==> src/rtl/dfe_pkg.sv <==
// Shared types and address-map arithmetic for the DFE register bridge.
// Region bounds are derived from the filter geometry, so the map follows TAPS/NUM_DENUM.
package dfe_pkg;

  typedef enum logic [1:0] {
    IDLE,
    RF_SETUP,
    RF_ACCESS,
    RESP
  } state_t;

  typedef enum logic [2:0] {
    RGN_FRAC_DECI,
    RGN_IIR,
    RGN_CTRL,
    RGN_CIC,
    RGN_FIR
  } region_t;

  localparam int unsigned NUM_REGIONS       = 5;
  localparam int unsigned DEFAULT_TAPS      = 72;
  localparam int unsigned DEFAULT_NUM_DENUM = 5;

  // Exclusive end address of each consecutive window, lowest address first.
  typedef struct packed {
    int unsigned frac0_end;
    int unsigned iir0_end;
    int unsigned cic0_end;
    int unsigned ctrl_end;
    int unsigned frac1_end;
    int unsigned iir1_end;
    int unsigned cic1_end;
    int unsigned fir_end;
  } bounds_t;

  function automatic bounds_t calc_bounds(input int unsigned taps, input int unsigned nd);
    bounds_t b;
    b.frac0_end = taps;
    b.iir0_end  = b.frac0_end + 3 * nd;
    b.cic0_end  = b.iir0_end + 1;
    b.ctrl_end  = b.cic0_end + nd + 1;
    b.frac1_end = b.ctrl_end + 2;
    b.iir1_end  = b.frac1_end + nd + 1;
    b.cic1_end  = b.iir1_end + 2;
    b.fir_end   = b.cic1_end + 2;
    return b;
  endfunction

endpackage

==> src/rtl/apb_reg_bridge_if.sv <==
// APB bus bundle between the host and the register bridge.
interface apb_reg_bridge_if #(
  parameter int unsigned ADDR_WIDTH = 7,
  parameter int unsigned DATA_WIDTH = 32
);
  logic                  PSEL;
  logic                  PENABLE;
  logic                  PWRITE;
  logic [ADDR_WIDTH-1:0] PADDR;
  logic [DATA_WIDTH-1:0] PWDATA;
  logic                  PREADY;
  logic [DATA_WIDTH-1:0] PRDATA;
  logic                  PSLVERR;

  modport master (
    output PSEL, PENABLE, PWRITE, PADDR, PWDATA,
    input  PREADY, PRDATA, PSLVERR
  );

  modport slave (
    input  PSEL, PENABLE, PWRITE, PADDR, PWDATA,
    output PREADY, PRDATA, PSLVERR
  );
endinterface

==> src/rtl/dfe_addr_decode.sv <==
// Combinational address decoder: one-hot region select plus unmapped flag.
module dfe_addr_decode
  import dfe_pkg::*;
#(
  parameter int unsigned ADDR_WIDTH = 7,
  parameter int unsigned TAPS       = DEFAULT_TAPS,
  parameter int unsigned NUM_DENUM  = DEFAULT_NUM_DENUM
) (
  input  logic [ADDR_WIDTH-1:0]  PADDR,
  output logic [NUM_REGIONS-1:0] region_oh,
  output logic                   unmapped
);

  localparam bounds_t B = calc_bounds(TAPS, NUM_DENUM);

  logic [31:0] addr;
  assign addr = 32'(PADDR);

  always_comb begin
    region_oh = '0;
    unmapped  = 1'b0;
    if      (addr < B.frac0_end) region_oh[RGN_FRAC_DECI] = 1'b1;
    else if (addr < B.iir0_end)  region_oh[RGN_IIR]       = 1'b1;
    else if (addr < B.cic0_end)  region_oh[RGN_CIC]       = 1'b1;
    else if (addr < B.ctrl_end)  region_oh[RGN_CTRL]      = 1'b1;
    else if (addr < B.frac1_end) region_oh[RGN_FRAC_DECI] = 1'b1;
    else if (addr < B.iir1_end)  region_oh[RGN_IIR]       = 1'b1;
    else if (addr < B.cic1_end)  region_oh[RGN_CIC]       = 1'b1;
    else if (addr < B.fir_end)   region_oh[RGN_FIR]       = 1'b1;
    else                         unmapped                 = 1'b1;
  end

endmodule

==> src/rtl/apb_reg_bridge.sv <==
// APB slave that forwards each transfer to one DFE register-file region,
// with wait-state timeout, abort on PSEL drop and a saturating error counter.
module apb_reg_bridge
  import dfe_pkg::*;
#(
  parameter int unsigned ADDR_WIDTH = 7,
  parameter int unsigned DATA_WIDTH = 32,
  parameter int unsigned TAPS       = DEFAULT_TAPS,
  parameter int unsigned NUM_DENUM  = DEFAULT_NUM_DENUM,
  parameter int unsigned TIMEOUT    = 15
) (
  input  logic                  clk,
  input  logic                  rst_n,
  apb_reg_bridge_if.slave       apb,
  output logic                  FRAC_DECI_EN,
  output logic                  IIR_EN,
  output logic                  CTRL_EN,
  output logic                  CIC_EN,
  output logic                  FIR_EN,
  output logic                  RF_PWRITE,
  output logic                  RF_PENABLE,
  output logic [ADDR_WIDTH-1:0] RF_ADDR,
  output logic [DATA_WIDTH-1:0] RF_WDATA,
  input  logic                  RF_PREADY,
  input  logic [DATA_WIDTH-1:0] RF_PRDATA,
  output logic [7:0]            ERR_CNT
);

  localparam int unsigned TCNT_W = $clog2(TIMEOUT + 1);

  state_t                  state, state_d;
  logic [TCNT_W-1:0]       tcnt, tcnt_d;
  logic [ADDR_WIDTH-1:0]   addr_q;
  logic [DATA_WIDTH-1:0]   wdata_q;
  logic                    write_q;
  logic [NUM_REGIONS-1:0]  region_q, region_oh, en;
  logic                    unmapped;
  logic                    pready_q, pslverr_q;
  logic [DATA_WIDTH-1:0]   prdata_q;
  logic                    go_resp, resp_err;
  logic [DATA_WIDTH-1:0]   resp_data;
  logic                    setup_hit, rf_active;

  dfe_addr_decode #(
    .ADDR_WIDTH (ADDR_WIDTH),
    .TAPS       (TAPS),
    .NUM_DENUM  (NUM_DENUM)
  ) u_decode (
    .PADDR     (apb.PADDR),
    .region_oh (region_oh),
    .unmapped  (unmapped)
  );

  assign setup_hit = (state == IDLE) && apb.PSEL && !apb.PENABLE;

  always_comb begin
    state_d   = state;
    tcnt_d    = tcnt;
    go_resp   = 1'b0;
    resp_err  = 1'b0;
    resp_data = '0;
    unique case (state)
      IDLE: begin
        if (setup_hit) begin
          if (unmapped) begin
            state_d  = RESP;
            go_resp  = 1'b1;
            resp_err = 1'b1;
          end else begin
            state_d = RF_SETUP;
          end
        end
      end
      RF_SETUP: begin
        tcnt_d  = '0;
        state_d = apb.PSEL ? RF_ACCESS : IDLE;
      end
      RF_ACCESS: begin
        if (!apb.PSEL) begin
          state_d = IDLE;
        end else if (RF_PREADY) begin
          state_d   = RESP;
          go_resp   = 1'b1;
          resp_data = write_q ? '0 : RF_PRDATA;
        end else if (tcnt == TCNT_W'(TIMEOUT - 1)) begin
          state_d  = RESP;
          go_resp  = 1'b1;
          resp_err = 1'b1;
        end else begin
          tcnt_d = tcnt + 1'b1;
        end
      end
      RESP: state_d = IDLE;
      default: state_d = IDLE;
    endcase
  end

  // APB response is registered on entry to RESP so it is high for that state only.
  always_ff @(posedge clk or negedge rst_n) begin
    if (!rst_n) begin
      state     <= IDLE;
      tcnt      <= '0;
      addr_q    <= '0;
      wdata_q   <= '0;
      write_q   <= 1'b0;
      region_q  <= '0;
      pready_q  <= 1'b0;
      pslverr_q <= 1'b0;
      prdata_q  <= '0;
      ERR_CNT   <= '0;
    end else begin
      state     <= state_d;
      tcnt      <= tcnt_d;
      pready_q  <= go_resp;
      pslverr_q <= go_resp & resp_err;
      prdata_q  <= go_resp ? resp_data : '0;
      if (setup_hit) begin
        addr_q   <= apb.PADDR;
        wdata_q  <= apb.PWDATA;
        write_q  <= apb.PWRITE;
        region_q <= region_oh;
      end
      if (go_resp && resp_err && (ERR_CNT != '1)) begin
        ERR_CNT <= ERR_CNT + 8'd1;
      end
    end
  end

  assign rf_active = (state == RF_SETUP) || (state == RF_ACCESS);
  assign en        = rf_active ? region_q : '0;

  assign FRAC_DECI_EN = en[RGN_FRAC_DECI];
  assign IIR_EN       = en[RGN_IIR];
  assign CTRL_EN      = en[RGN_CTRL];
  assign CIC_EN       = en[RGN_CIC];
  assign FIR_EN       = en[RGN_FIR];
  assign RF_PENABLE   = (state == RF_ACCESS);
  assign RF_PWRITE    = rf_active & write_q;
  assign RF_ADDR      = rf_active ? addr_q : '0;
  assign RF_WDATA     = rf_active ? wdata_q : '0;

  assign apb.PREADY  = pready_q;
  assign apb.PSLVERR = pslverr_q;
  assign apb.PRDATA  = prdata_q;

endmodule

==> src/flat_wrapper.sv <==
// flat-port wrapper written by rule: the top's interface ports become plain ports
module apb_reg_bridge_flat import dfe_pkg::*;
#(
  parameter int unsigned ADDR_WIDTH = 7,
  parameter int unsigned DATA_WIDTH = 32,
  parameter int unsigned TAPS       = DEFAULT_TAPS,
  parameter int unsigned NUM_DENUM  = DEFAULT_NUM_DENUM,
  parameter int unsigned TIMEOUT    = 15
)
  (clk, rst_n, FRAC_DECI_EN, IIR_EN, CTRL_EN, CIC_EN, FIR_EN, RF_PWRITE, RF_PENABLE, RF_ADDR, RF_WDATA, RF_PREADY, RF_PRDATA, ERR_CNT, apb_PSEL, apb_PENABLE, apb_PWRITE, apb_PADDR, apb_PWDATA, apb_PREADY, apb_PRDATA, apb_PSLVERR);
  apb_reg_bridge_if #(.ADDR_WIDTH(ADDR_WIDTH), .DATA_WIDTH(DATA_WIDTH)) apb_i ();
  input  logic clk;
  input  logic rst_n;
  output logic FRAC_DECI_EN;
  output logic IIR_EN;
  output logic CTRL_EN;
  output logic CIC_EN;
  output logic FIR_EN;
  output logic RF_PWRITE;
  output logic RF_PENABLE;
  output logic [ADDR_WIDTH-1:0] RF_ADDR;
  output logic [DATA_WIDTH-1:0] RF_WDATA;
  input  logic RF_PREADY;
  input  logic [DATA_WIDTH-1:0] RF_PRDATA;
  output logic [7:0] ERR_CNT;
  input wire logic [$bits(apb_i.PSEL)-1:0] apb_PSEL;
  input wire logic [$bits(apb_i.PENABLE)-1:0] apb_PENABLE;
  input wire logic [$bits(apb_i.PWRITE)-1:0] apb_PWRITE;
  input wire logic [$bits(apb_i.PADDR)-1:0] apb_PADDR;
  input wire logic [$bits(apb_i.PWDATA)-1:0] apb_PWDATA;
  output wire logic [$bits(apb_i.PREADY)-1:0] apb_PREADY;
  output wire logic [$bits(apb_i.PRDATA)-1:0] apb_PRDATA;
  output wire logic [$bits(apb_i.PSLVERR)-1:0] apb_PSLVERR;
  assign apb_i.PSEL = apb_PSEL;
  assign apb_i.PENABLE = apb_PENABLE;
  assign apb_i.PWRITE = apb_PWRITE;
  assign apb_i.PADDR = apb_PADDR;
  assign apb_i.PWDATA = apb_PWDATA;
  assign apb_PREADY = apb_i.PREADY;
  assign apb_PRDATA = apb_i.PRDATA;
  assign apb_PSLVERR = apb_i.PSLVERR;
  apb_reg_bridge #(.ADDR_WIDTH(ADDR_WIDTH), .DATA_WIDTH(DATA_WIDTH), .TAPS(TAPS), .NUM_DENUM(NUM_DENUM), .TIMEOUT(TIMEOUT)) u_core (.clk(clk), .rst_n(rst_n), .apb(apb_i), .FRAC_DECI_EN(FRAC_DECI_EN), .IIR_EN(IIR_EN), .CTRL_EN(CTRL_EN), .CIC_EN(CIC_EN), .FIR_EN(FIR_EN), .RF_PWRITE(RF_PWRITE), .RF_PENABLE(RF_PENABLE), .RF_ADDR(RF_ADDR), .RF_WDATA(RF_WDATA), .RF_PREADY(RF_PREADY), .RF_PRDATA(RF_PRDATA), .ERR_CNT(ERR_CNT));
endmodule
==> config.mk <==
export PLATFORM = sky130hd
export DESIGN_NAME = apb_reg_bridge_flat
export DESIGN_NICKNAME = d
export VERILOG_FILES = /design/src/rtl/dfe_pkg.sv /design/src/rtl/apb_reg_bridge_if.sv /design/src/rtl/dfe_addr_decode.sv /design/src/rtl/apb_reg_bridge.sv /design/src/flat_wrapper.sv
export SDC_FILE = /design/constraint.sdc
export NUM_CORES = 1
export LEC_CHECK = 0
export BUFFER_PORTS_ARGS = -buffer_cell sky130_fd_sc_hd__buf_2
export CORE_MARGIN = 3
export CORE_UTILIZATION = 35
export CTS_BUF_LIST = sky130_fd_sc_hd__clkbuf_16
export CTS_CLUSTER_DIAMETER = 40
export DETAILED_ROUTE_END_ITERATION = 8
export PLACE_DENSITY = 0.72
export SLEW_MARGIN = 10
export SYNTH_ARGS = -nofsm -noshare
export SYNTH_HDL_FRONTEND = slang
export SYNTH_SLANG_ARGS = --single-unit
==> constraint.sdc <==
create_clock -name clk -period 4.16 [get_ports clk]
set_clock_uncertainty 0.2 [all_clocks]
set_input_delay 0.208 -clock clk [delete_from_list [all_inputs] [get_ports clk]]
set_output_delay 0.208 -clock clk [all_outputs]
set_load 0.01 [all_outputs]
==> results.md <==
* CP Launch Point: u_core.state[0]
* Cell family with the largest share of critical-path delay: simple AND/OR/NAND/NOR gates
* Setup violators final at 0
* Antenna cells at 0
* Routed WL at 11,200 µm
* Most frequent cells in the layout: 163 x buf_2, 129 x nand2_1, 93 x dfrtp_1, 79 x and2_1, 74 x dlygate4sd3_1
* CTS clk-pin slew, worst paths at 0.07 ns
* Post-synth top flop: dfrtp_1
* Register Area at 0.00233 mm²
* Initial antenna violation count at 0
* Reg-to-Reg Start: u_core.state[0]
* Last weighted congestion value of the routability-driven placer at 0.745
* Startpoint Class: flip-flop
* Slew Limit Headroom at 0.273
* RSZ-0062 raised after global routing: false
* CTS tree: done
* Worst-margin pin slew at 1.09 ns
* Crit path max fanout at 23
* Final Max Tran Viols at 0
* CP max stage cell: nand3b_1
* Post-layout min period at 2.91 ns
* Buf/Inv on CP at 2
* Area grow syn2layout at 49.2%
* Post-CTS setup buffers at 0
* HP Start: RF_PREADY
* Post-route core utilization at 0.542
* Worst path arrival time at 2.98 ns
* DP Wirelength at 6950 µm
* First-pass GRT wire length at 18,600 µm
* Number of global-route vias before repair at 3,838
* Pre-CTS WS at 1.29 ns
* DRC at 0
* Cells after Synth at 403
* Most common cell after layout, fill and taps aside: buf_2
* Post-Syn Nets at 486
* Share of layout cells above drive strength 1 at 0.298
* Ys async rst share at 1.00
* CP Capture Type: flip-flop
* Die boundary height at 113 µm
* Sequential area share after synthesis at 0.581
* Endpoints failing hold at 0
* Iter 0 DRT Violations at 200
* Req. time, crit path at 4.24 ns
* Core Region at 0.0110 mm²
* Max-Cap Viols at 0
* Final WS setup at 1.25 ns
* I/O pin cnt at 165
* Filler Cells Inserted at 944
* Die area at 0.0128 mm²
* Vias at 3,632
* Leak Pwr at 3.27 nW
* Worst skew pair latency at 0.34 ns
* #FFs+latches synth at 93
* Hold slack at 0.0308 ns
* Initial core utilization at 0.363
* Syn. warnings at 0
* Post-Syn Area at 0.00401 mm²
* Port-buffer cells at 164
* Synth Area per Inst at 9.94 µm²
* Netlist cell types at 46
* EDFF count, synth at 0
* GRT Util Overall at 0.181
* Max Clock Freq at 344 MHz
* Global route overflow at 0
* Crit share post-route at 0.699
* Row cnt at 38
* Setup CP Type: flip-flop to flip-flop
* Critical-path cell list: inv_1 -> ha_1 -> nand3b_1 -> nor4_1 -> nand3_1 -> dlygate4sd3_1 -> nand2_1
* CTS Buffer Depth at 2
* Largest net degree at the start of global routing at 51
* Area of the multi-input gates at 0.00158 mm²
* Status: finished, final reports clean
* Num CTS Buffers at 9
* Peak supply drop at 0.266 mV
* Nets at 718
* HP Class: input pin to flip-flop
* Via density at 4.66
* Die width at 113 µm
* Initial DRT Pass Iterations at 4
* CTS sink cnt at 93
* Clk Tree Root Cell: clkbuf_16
* Sum Neg Setup Slack at 0 ns
* Power Dens Cells at 520 mW/mm²
* Max incr delay on CP at 0.65 ns
* DRT antenna net count at 0
* Routed length per instance at 14.3 µm
* H-tree levels at 3
## power by group
part / leakage (nW) / switching, mW / total (mW) / internal, mW
clock network: 0.139 / 0.333 / 0.789 / 0.456
logic: 1.91 / 0.598 / 1.06 / 0.466
registers: 1.23 / 0.119 / 1.25 / 1.13
total: 3.27 / 1.05 / 3.10 / 2.05
## repair_timing
item | CTS | global route
hold buffers | 74 | 0
endpoints found under the hold margin | 121 | 0
resized for setup | 0 | 0
## Yosys cell counts (2+ instances only)
cell / n / area share
a2111oi_2: 2 / 0.0075
a2bb2oi_1: 2 / 0.0044
and2_1: 79 / 0.12
inv_1: 4 / 0.0037
nor2b_1: 3 / 0.0047
o21a_1: 4 / 0.0075
clkbuf_1: 18 / 0.017
nor2_1: 3 / 0.0028
nand3b_1: 2 / 0.0037
a21oi_1: 5 / 0.0062
o21ai_0: 5 / 0.0062
ha_1: 6 / 0.019
xor2_1: 6 / 0.013
nand3_1: 7 / 0.0087
dfrtp_1: 93 / 0.58
nand2_1: 129 / 0.12
nand2b_1: 4 / 0.0062
a211oi_1: 2 / 0.0037
nand4_1: 2 / 0.0031
## stage by stage
| step | instances | power, mW | cell area (µm²) |
|---|---|---|---|
| finish | 780 | 3.10 | 5980 |
| global route | 780 | 3.33 | 5980 |
| CTS | 780 | 3.14 | 5980 |
| detailed placement | 690 | 2.28 | 4950 |
| global placement | 690 | 2.24 | 4950 |
| floorplan | 403 | 1.85 | 4010 |
## path summary, 6_finish.rpt
kind | end | slack [ns] | depth (start not counted)
max in group asynchronous | u_core.wdata_q[23] | 2.50 | 3
min reg2reg | u_core.wdata_q[25] | 0.27 | 2
min | u_core.apb.PREADY | 0.03 | 3
max reg2reg | u_core.region_q[4] | 1.25 | 7
max | u_core.region_q[4] | 1.25 | 7
min in group asynchronous | u_core.ERR_CNT[7] | 0.25 | 2
## final cells by class
| cell class | instances | share of cell area |
|---|---|---|
| tap | 140 | 0.0293 |
| sequential | 93 | 0.389 |
| multi-input combinational | 285 | 0.265 |
| inverter | 4 | 0.00251 |
| clock buffer | 9 | 0.0377 |
| clock inverter | 7 | 0.00963 |
| timing repair buffer | 242 | 0.267 |
## routing by layer
metal / part of all wire / GRT usage
met1: 0.41 / 0.214
met2: 0.50 / 0.311
met3: 0.070 / 0.0545
met4: 0.022 / 0.0697
met5: 0 / 0
## flip-flops by register name, indices dropped and copies added (netlist names)
| signal | count |
|---|---|
| u_core.apb.PRDATA | 32 |
| u_core.wdata_q | 32 |
| u_core.ERR_CNT | 8 |
| u_core.addr_q | 7 |
| u_core.region_q | 5 |
| u_core.tcnt | 4 |
| u_core.state | 2 |
| u_core.apb.PREADY | 1 |
| u_core.apb.PSLVERR | 1 |
| u_core.write_q | 1 |
## cell families (layout without fill, tap and decap cells)
family,count (synthesis),after routing,share of synthesized area
buffers and inverters,25,262,0.0256
AOI/OAI and AO/OA,31,31,0.0600
and+or+nand+nor,240,240,0.296
adders and majority gates,6,6,0.0187
xor gates and xnor gates,6,6,0.0131
muxes,2,2,0.00562
DFF,93,93,0.581
## worst reg2reg max path: stages, from the launching register on
cell and delay (ns):
dfrtp_1 0.40, inv_1 0.11, ha_1 0.27, nand3b_1 0.65, nor4_1 0.46, nand3_1 0.10
dlygate4sd3_1 0.57, nand2_1 0.08
(Power assumes the default switching activity.)
